==> src/rtl/noc_pkg.sv <==
// Shared NoC definitions: flit layout, widths and the processor NoC-write opcode.
package noc_pkg;

  localparam int FLIT_W      = 16;
  localparam int PKT_W       = 12;
  localparam int NODE_ID_W   = 4;

  localparam int SRC_MSB     = 15;
  localparam int SRC_LSB     = 12;
  localparam int DEST_MSB    = 11;
  localparam int DEST_LSB    = 8;
  localparam int PAYLOAD_MSB = 7;
  localparam int PAYLOAD_LSB = 0;

  localparam logic [5:0] NOC_WRITE_OPCODE = 6'b110000;

  typedef struct packed {
    logic [NODE_ID_W-1:0] src;
    logic [NODE_ID_W-1:0] dest;
    logic [7:0]           payload;
  } noc_flit_t;

endpackage

==> src/rtl/noc_sync_fifo.sv <==
// Show-ahead synchronous FIFO; a push while full is taken only when a pop
// happens on the same edge, so the freed slot is reused immediately.
module noc_sync_fifo #(
  parameter int WIDTH = 16,
  parameter int DEPTH = 4,
  parameter int CNT_W = $clog2(DEPTH+1)
) (
  input  logic             clk,
  input  logic             rst_n,
  input  logic             push_req,
  input  logic             pop_req,
  input  logic [WIDTH-1:0] wr_data,
  output logic [WIDTH-1:0] rd_data,
  output logic [CNT_W-1:0] count,
  output logic             full,
  output logic             empty
);

  localparam int AW = $clog2(DEPTH);

  logic [WIDTH-1:0] mem [DEPTH];
  logic [AW-1:0]    wr_ptr;
  logic [AW-1:0]    rd_ptr;
  logic             push;
  logic             pop;

  assign full  = (count == CNT_W'(DEPTH));
  assign empty = (count == '0);
  assign pop   = pop_req && !empty;
  assign push  = push_req && (!full || pop);

  // Head is masked to zero while empty so nothing stale leaks out.
  assign rd_data = empty ? '0 : mem[rd_ptr];

  // Storage write; entries are not reset, the empty mask hides them.
  always_ff @(posedge clk) begin
    if (push) mem[wr_ptr] <= wr_data;
  end

  // Pointers wrap naturally (DEPTH is a power of two); count tracks occupancy.
  always_ff @(posedge clk) begin
    if (!rst_n) begin
      wr_ptr <= '0;
      rd_ptr <= '0;
      count  <= '0;
    end else begin
      if (push) wr_ptr <= wr_ptr + 1'b1;
      if (pop)  rd_ptr <= rd_ptr + 1'b1;
      case ({push, pop})
        2'b10:   count <= count + 1'b1;
        2'b01:   count <= count - 1'b1;
        default: count <= count;
      endcase
    end
  end

endmodule

==> src/rtl/noc_inject_ni.sv <==
// NoC injection network interface: stamps the local source ID on each
// processor NoC write, buffers it and injects flits over valid/ready.
// The processor cannot stall, so writes arriving while full are dropped
// and counted.
module noc_inject_ni
  import noc_pkg::*;
#(
  parameter int                   DEPTH  = 4,
  parameter logic [NODE_ID_W-1:0] SRC_ID = 4'h0,
  parameter int                   CNT_W  = $clog2(DEPTH+1)
) (
  input  logic              clk,
  input  logic              rst_n,
  input  logic              noc_write_i,
  input  logic [31:0]       cpu_data_i,
  output logic              tx_valid_o,
  input  logic              tx_ready_i,
  output logic [FLIT_W-1:0] tx_flit_o,
  output logic              fifo_full_o,
  output logic              fifo_empty_o,
  output logic [CNT_W-1:0]  fifo_count_o,
  output logic [7:0]        drop_count_o,
  output logic              overflow_o
);

  noc_flit_t in_flit;
  logic      pop;
  logic      drop;
  logic      unused_hi;

  // Only the low packet bits carry meaning; the rest of the bus is ignored.
  assign unused_hi = ^cpu_data_i[31:PKT_W];

  assign in_flit.src     = SRC_ID;
  assign in_flit.dest    = cpu_data_i[DEST_MSB:DEST_LSB];
  assign in_flit.payload = cpu_data_i[PAYLOAD_MSB:PAYLOAD_LSB];

  assign tx_valid_o = !fifo_empty_o;
  assign pop        = tx_valid_o && tx_ready_i;
  assign drop       = noc_write_i && fifo_full_o && !pop;

  noc_sync_fifo #(
    .WIDTH (FLIT_W),
    .DEPTH (DEPTH),
    .CNT_W (CNT_W)
  ) u_fifo (
    .clk      (clk),
    .rst_n    (rst_n),
    .push_req (noc_write_i),
    .pop_req  (pop),
    .wr_data  (in_flit),
    .rd_data  (tx_flit_o),
    .count    (fifo_count_o),
    .full     (fifo_full_o),
    .empty    (fifo_empty_o)
  );

  // Saturating drop counter and sticky overflow flag.
  always_ff @(posedge clk) begin
    if (!rst_n) begin
      drop_count_o <= '0;
      overflow_o   <= 1'b0;
    end else if (drop) begin
      overflow_o <= 1'b1;
      if (drop_count_o != 8'hFF) drop_count_o <= drop_count_o + 8'd1;
    end
  end

endmodule

==> config.mk <==
export PLATFORM = sky130hd
export DESIGN_NAME = noc_inject_ni
export DESIGN_NICKNAME = d
export VERILOG_FILES = /design/src/rtl/noc_pkg.sv /design/src/rtl/noc_sync_fifo.sv /design/src/rtl/noc_inject_ni.sv
export SDC_FILE = /design/constraint.sdc
export NUM_CORES = 1
export LEC_CHECK = 0
export CELL_PAD_IN_SITES_DETAIL_PLACEMENT = 0
export CELL_PAD_IN_SITES_GLOBAL_PLACEMENT = 1
export CORE_UTILIZATION = 35
export DETAILED_ROUTE_END_ITERATION = 12
export GPL_TIMING_DRIVEN = 0
export PLACE_DENSITY = 0.86
export SLEW_MARGIN = 20
export SYNTH_ARGS = -nofsm -noshare
export SYNTH_HDL_FRONTEND = slang
export SYNTH_SLANG_ARGS = --single-unit
export TNS_END_PERCENT = 100
==> constraint.sdc <==
create_clock -name clk -period 2.34 [get_ports clk]
set_input_delay 0.468 -clock clk [delete_from_list [all_inputs] [get_ports clk]]
set_output_delay 0.468 -clock clk [all_outputs]
set_load 0.1 [all_outputs]
==> impl_results.md <==
* H-tree depth at 3
* Max cap viols at 0
* Top-area cell type share of the netlist area at 52.8%
* Reg-to-reg setup timing slack at 0.21 ns
* Tmin final at 2.29 ns
* Antenna cells at 0
* Worst slew pin tran at 0.963 ns
* Sequential-to-total area share from yosys stat at 66.0%
* DP HPWL at 3170 um
* Die area at 8160 um^2
* First-pass GRT wire length at ~8000 um
* Tcrit/Tclk final at 97.9%
* Final instance area at 3520 um^2
* Startpoint Class: register
* Final Slew Violations at 0
* Post-CTS Hold Fix Bufs at 0
* Hold-critical path endpoint: overflow_o
* Synth area leaders: edfxtp_1, dfxtp_1, mux4_2, and2_1, ha_1
* Tot GR Track Use at 13.1%
* Die height at 90.3 um
* Peak supply drop at 0.830 mV
* Antenna violations before repair at 0
* R2r startpoint: u_fifo.count[0]
* Yosys cell types at 34
* Initial core utilization at a little under two fifths
* Layout cells sized above 1 at a little under a third
* Post-DP Area at 3320 um^2
* Clock latency on the worst-skew pair at 0.34 ns
* Crit path DAT at 1.82 ns
* Drt via density at 4.66
* TritonRoute pass-1 iters at 4
* Clk sinks at 66
* Buf+Inv Stages, Crit Path at 1
* CTS Root Buffer Type: clkbuf_8
* RSZ-0062 raised after global routing: no
* DR vias at 1579
* Worst path max stage delay at 1.14 ns
* Setup Viol. Count Final at 0
* Max_slew headroom at between 30% and 40%
* Final Wtd Congestion at 0.749
* Synth Register Bits at 66
* Power Dens Cells at 1340 nW/um^2
* Reg2Reg Capture Point: u_fifo.count[2]
* Site row count at 31
* Slowest CP cell: clkdlybuf4s50_1
* Post-synth EDFFs at between 40 and 50
* Clk_skew at around 0.007 ns
* Crit Path Class: register to output pin
* Total Wirelength at slightly below 5000 um
* PortBufs at 41
* Commonest cells in the synthesized netlist: edfxtp_1, dfxtp_1, and2_1, nor2_1, mux4_2
* Asr flop ratio synth at 0%
* Area leader, netlist: edfxtp_1
* Residual DRC at 0
* Outcome: complete, no violations
* Die Wd at 90.3 um
* Setup tns final at 0 ns
* Iteration-0 DRC Markers at 34
* Hold Startpoint: noc_write_i
* CTS Buf Count at 9
* Largest net degree at the start of global routing at 13
* Worst setup EP type: output pin
* Hold Slack at 0.491 ns
* I/O pin total at 67
* Syn Area/Cell at 15.3 um^2
* Fmax at 437 MHz
* Post-synth top flop: edfxtp_1
* TritonCTS clock tree: built
* Leakage at 0.00132 uW
* WL/cell at 14.3 um
* Ys Warns at 0
* Antenna viol nets, final at 0
* Final hold viol count at 0
* Total gr overflow at 0
* Core area at 7410 um^2
* Cells after synthesis at 179
* Maximum fanout along the worst path at 2
* Maximum clock insertion buffer count at 2
* Final nets at 278
* Worst path required time at 1.87 ns
* Clock slew at reported path FFs at approximately 0.070 ns
* Synthesized area at ~2700 um^2
* Number of global-route vias before repair at 1632
* Area growth, synth to finish at 28.7%
* Family with the most delay on the worst path: buffers and inverters
* Worst hold path class: input pin to register
* Hold depth at 3
* Critical path, cell by cell: clkdlybuf4s50_1
* Count leader, synth: edfxtp_1
* R2R cell count at 9
layer usage:
layer / up-vias / wire (um) / part of all wire [%] / GRT usage [%]
met5: - / 0 / 0 / 0
met3: 8 / 296 / 6.1 / 5.64
li1: 773 / - / - / -
met4: 0 / 61 / 1.3 / 4.84
met1: 750 / 2200 / 45 / 15.9
met2: 48 / 2300 / 47 / 20.8
worst max-delay path by stage:
stage                                from  slack (ns)  cells after the start              end
after floorplan           u_fifo.count[2]        0.09                      9  u_fifo.count[2]
after global placement           register       -0.59                      4     tx_flit_o[5]
after detailed placement         register       -0.60                      4     tx_flit_o[5]
after CTS                 u_fifo.count[2]       0.005                      1  fifo_count_o[2]
after global routing             register       0.004                      4     tx_flit_o[5]
final                          overflow_o        0.05                      1       overflow_o
registers in the layout, summed over array words and instances, names as in the netlist, named ones only:
name           cells
u_fifo.wr_ptr      2
u_fifo.mem        48
u_fifo.count       3
drop_count_o       8
overflow_o         1
u_fifo.rd_ptr      2
kinds of logic after synthesis:
logic type      count (synthesis)  share of synthesized area, %
buf+inv                        19                          3.25
flops                          66                          66.0
fa+ha+maj                       7                          3.48
mux                            13                          10.3
simple gates                   49                          10.6
compound gates                 17                          4.08
xor+xnor                        7                          2.24
other cells                     1                         0.137
final cells by class:
cell class | count | area, um^2
well taps | 99 | 124
clock buffers | 10 | 128
multi-input cells | 97 | 886
fillers | 668 | 3890
plain buffers | 9 | 71.3
flip-flops and latches | 66 | 1820
inverters | 10 | 41.3
repair buffers | 42 | 368
clock inverters | 6 | 81.3
metrics by stage:
stage	std cells	total power [uW]	utilization, %	setup WS (ns)
floorplan	182	3330	-	0.0937
global placement	322	3770	44.9	-0.594
detailed placement	322	3790	44.9	-0.596
CTS	339	4750	47.3	0.00546
global route	339	4920	47.5	0.00447
finish	339	4730	47.5	0.0502
cells in the final DEF (no fill, tap or decap), drive strengths merged, types with 2 or more instances in the layout:
cell           count
clkinv             3
conb               4
nand2              3
nand3              5
and3               5
mux4              12
inv                9
o21ai              3
or3                4
xor2               5
nor2              13
clkdlybuf4s50     14
xnor2              2
buf               20
clkbuf            14
a21oi              9
o31ai              2
clkinvlp           2
or4                2
dlygate4sd2       11
dfxtp             18
bufinv             2
edfxtp            48
ha                 6
and2              13
power by group:
part | switching [uW] | internal, uW | leakage (uW)
clock | 413 | 592 | 0.000104
combinational | 1660 | 603 | 0.000629
sequential | 78.7 | 1380 | 0.000590
total | 2150 | 2580 | 0.00132
repair_timing:
action	in CTS	in global routing
pin swaps	1	1
endpoints found under the setup margin	26	14
buffers inserted	1	0
resized for setup	96	9
gates cloned	0	0
Note: power is estimated with default switching activity, not from simulation.
==> edit (config.mk and constraints unchanged) <==
Reset style: asynchronous (`rst_n`), changed in 2 clocked blocks.
--- a/src/rtl/noc_sync_fifo.sv
+++ b/src/rtl/noc_sync_fifo.sv
@@ -39,5 +39,5 @@
 
   // Pointers wrap naturally (DEPTH is a power of two); count tracks occupancy.
-  always_ff @(posedge clk) begin
+  always_ff @(posedge clk or negedge rst_n) begin
     if (!rst_n) begin
       wr_ptr <= '0;
--- a/src/rtl/noc_inject_ni.sv
+++ b/src/rtl/noc_inject_ni.sv
@@ -57,5 +57,5 @@
 
   // Saturating drop counter and sticky overflow flag.
-  always_ff @(posedge clk) begin
+  always_ff @(posedge clk or negedge rst_n) begin
     if (!rst_n) begin
       drop_count_o <= '0;
Behaviour: differs if rst_n is asserted again (counterexample within 4 cycles, from zero or initial values and one cycle with rst_n low); with rst_n held inactive, the same outputs for 10 cycles.
==> edit against the unedited design <==
Sequential cell count fell by 2; fmax increased by 0.13%; via count shrank 1.6%; area after synthesis increased by 0.27%; routed wire length grew 0.58%; register-to-register slack got worse by 0.14 ns; design area is 5.2% higher; worst setup slack improved by 0.0029 ns; critical path type unchanged.
Power is left out: the tool's default activity adds up to more than one toggle a clock period on the data nets, which glitch-free logic cannot reach.
==> edit: results (changes against the unedited design) <==
\begin{tabular}{lr}
\hline
Metric & Value \\
\hline
\multicolumn{2}{l}{\textbf{Drt}} \\
Met2 routed wirelength & 2430 microns (+5.8\%) \\
Highest routed metal layer & met4 \\
Per-cell routed wire length & 15.0 microns (+4.6\%) \\
Routed metal-1 wirelength & 2090 microns (-4.7\%) \\
Count of routing violations after the opening detailed-route iteration & 101 (+200\%) \\
Met3 Wirelength & 272 microns (-8.1\%) \\
Vias/cell & 4.76 (+2.3\%) \\
\multicolumn{2}{l}{\textbf{Synthesis}} \\
Post-synth cell types & 33 (-2.9\%) \\
Most used standard cells in the synthesized netlist & 48 x edfxtp\_1, 16 x dfrtp\_1, 13 x and2\_1, 12 x mux4\_2, 7 x inv\_1 \\
Sequential cell area fraction in the yosys report & 67.2\% (+1.3 points) \\
Most area-consuming cells after synthesis & edfxtp\_1 53\%, dfrtp\_1 15\%, mux4\_2 9.9\% \\
Warnings, synthesis & 0 (unchanged) \\
\multicolumn{2}{l}{\textbf{CTS}} \\
Post-cts repair resize count & 113 (+18\%) \\
Clock buffer count from CTS & 9 (unchanged) \\
\multicolumn{2}{l}{\textbf{Run status}} \\
Result of the run & finished clean \\
\multicolumn{2}{l}{\textbf{STA}} \\
Worst max-slew margin expressed relative to the limit & 35.7\% (+0.17 points) \\
\multicolumn{2}{l}{\textbf{Global routing}} \\
Pin count of the biggest net entering global routing & 17 (+4) \\
Met3 Track Usage GR & 4.88\% (-0.76 points) \\
Global-route wire length before repair & 8180 microns (+2.4\%) \\
Met2 usage in global routing & 22.0\% (+1.2 points) \\
Met1 layer usage reported by global route & 15.9\% (about the same) \\
Total GRT Usage & 13.3\% (+0.14 points) \\
\multicolumn{2}{l}{\textbf{Cells and area}} \\
Number of fill cells & 606 (-9.3\%) \\
Layout cells sized above 1 & 33.0\% (+2.6 points) \\
\multicolumn{2}{l}{\textbf{Place}} \\
DPL Wire Length & 3140 microns (-0.94\%) \\
Placer's final routability congestion estimate & 0.785 (+4.8\%) \\
\hline
\end{tabular}
## edit: kinds of logic (layout without fill, tap and decap cells)
group,Yosys count,count (layout),synth area share [%]
flip-flops,64,64,67.2
AND/OR/NAND/NOR,40,40,9.27
multiplexers,18,18,12.2
buffers and inverters,17,79,3.15
XOR/XNOR,9,9,2.88
adder cells (fa/ha/maj),7,7,3.47
AO/OA/AOI/OAI,6,6,1.60
other,1,4,0.137
## edit: worst paths after layout
path,start,to,slack (ns),depth (start not counted)
worst max-delay path,overflow_o$_DFFE_PN0P_,overflow_o,0.05,1
worst min-delay path,overflow_o$_DFFE_PN0P_,overflow_o$_DFFE_PN0P_,0.47,1
worst max register to register,u_fifo.count[1]$_DFFE_PN0P_,u_fifo.count[2]$_DFFE_PN0P_,0.07,9
worst min register to register,overflow_o$_DFFE_PN0P_,overflow_o$_DFFE_PN0P_,0.47,1
max in group asynchronous,rst_n,u_fifo.count[2]$_DFFE_PN0P_,1.23,1
min in group asynchronous,rst_n,u_fifo.count[1]$_DFFE_PN0P_,0.57,1
## edit: cell type report
type	instances	area [sq um]	area share, %
Sequential cell	64	1850	50.1
Clock buffer	11	131	3.55
Inverter	7	30.0	0.812
Clock inverter	5	105	2.84
Timing Repair Buffer	47	502	13.6
Tap cell	99	124	3.35
Multi-Input combinational cell	84	870	23.5
Buffer	9	86.3	2.33
## edit: stage by stage
stage | std cells | area, sq um | setup slack, ns | utilization [%]
after CTS | 323 | 3610 | 0.00719 | 48.7
after detailed placement | 306 | 3360 | -0.796 | 45.3
after global routing | 326 | 3700 | -0.0228 | 49.9
final | 326 | 3700 | 0.0531 | 49.9
after global placement | 306 | 3360 | -0.769 | 45.3
after floorplan | 165 | 2810 | -0.0383 | -
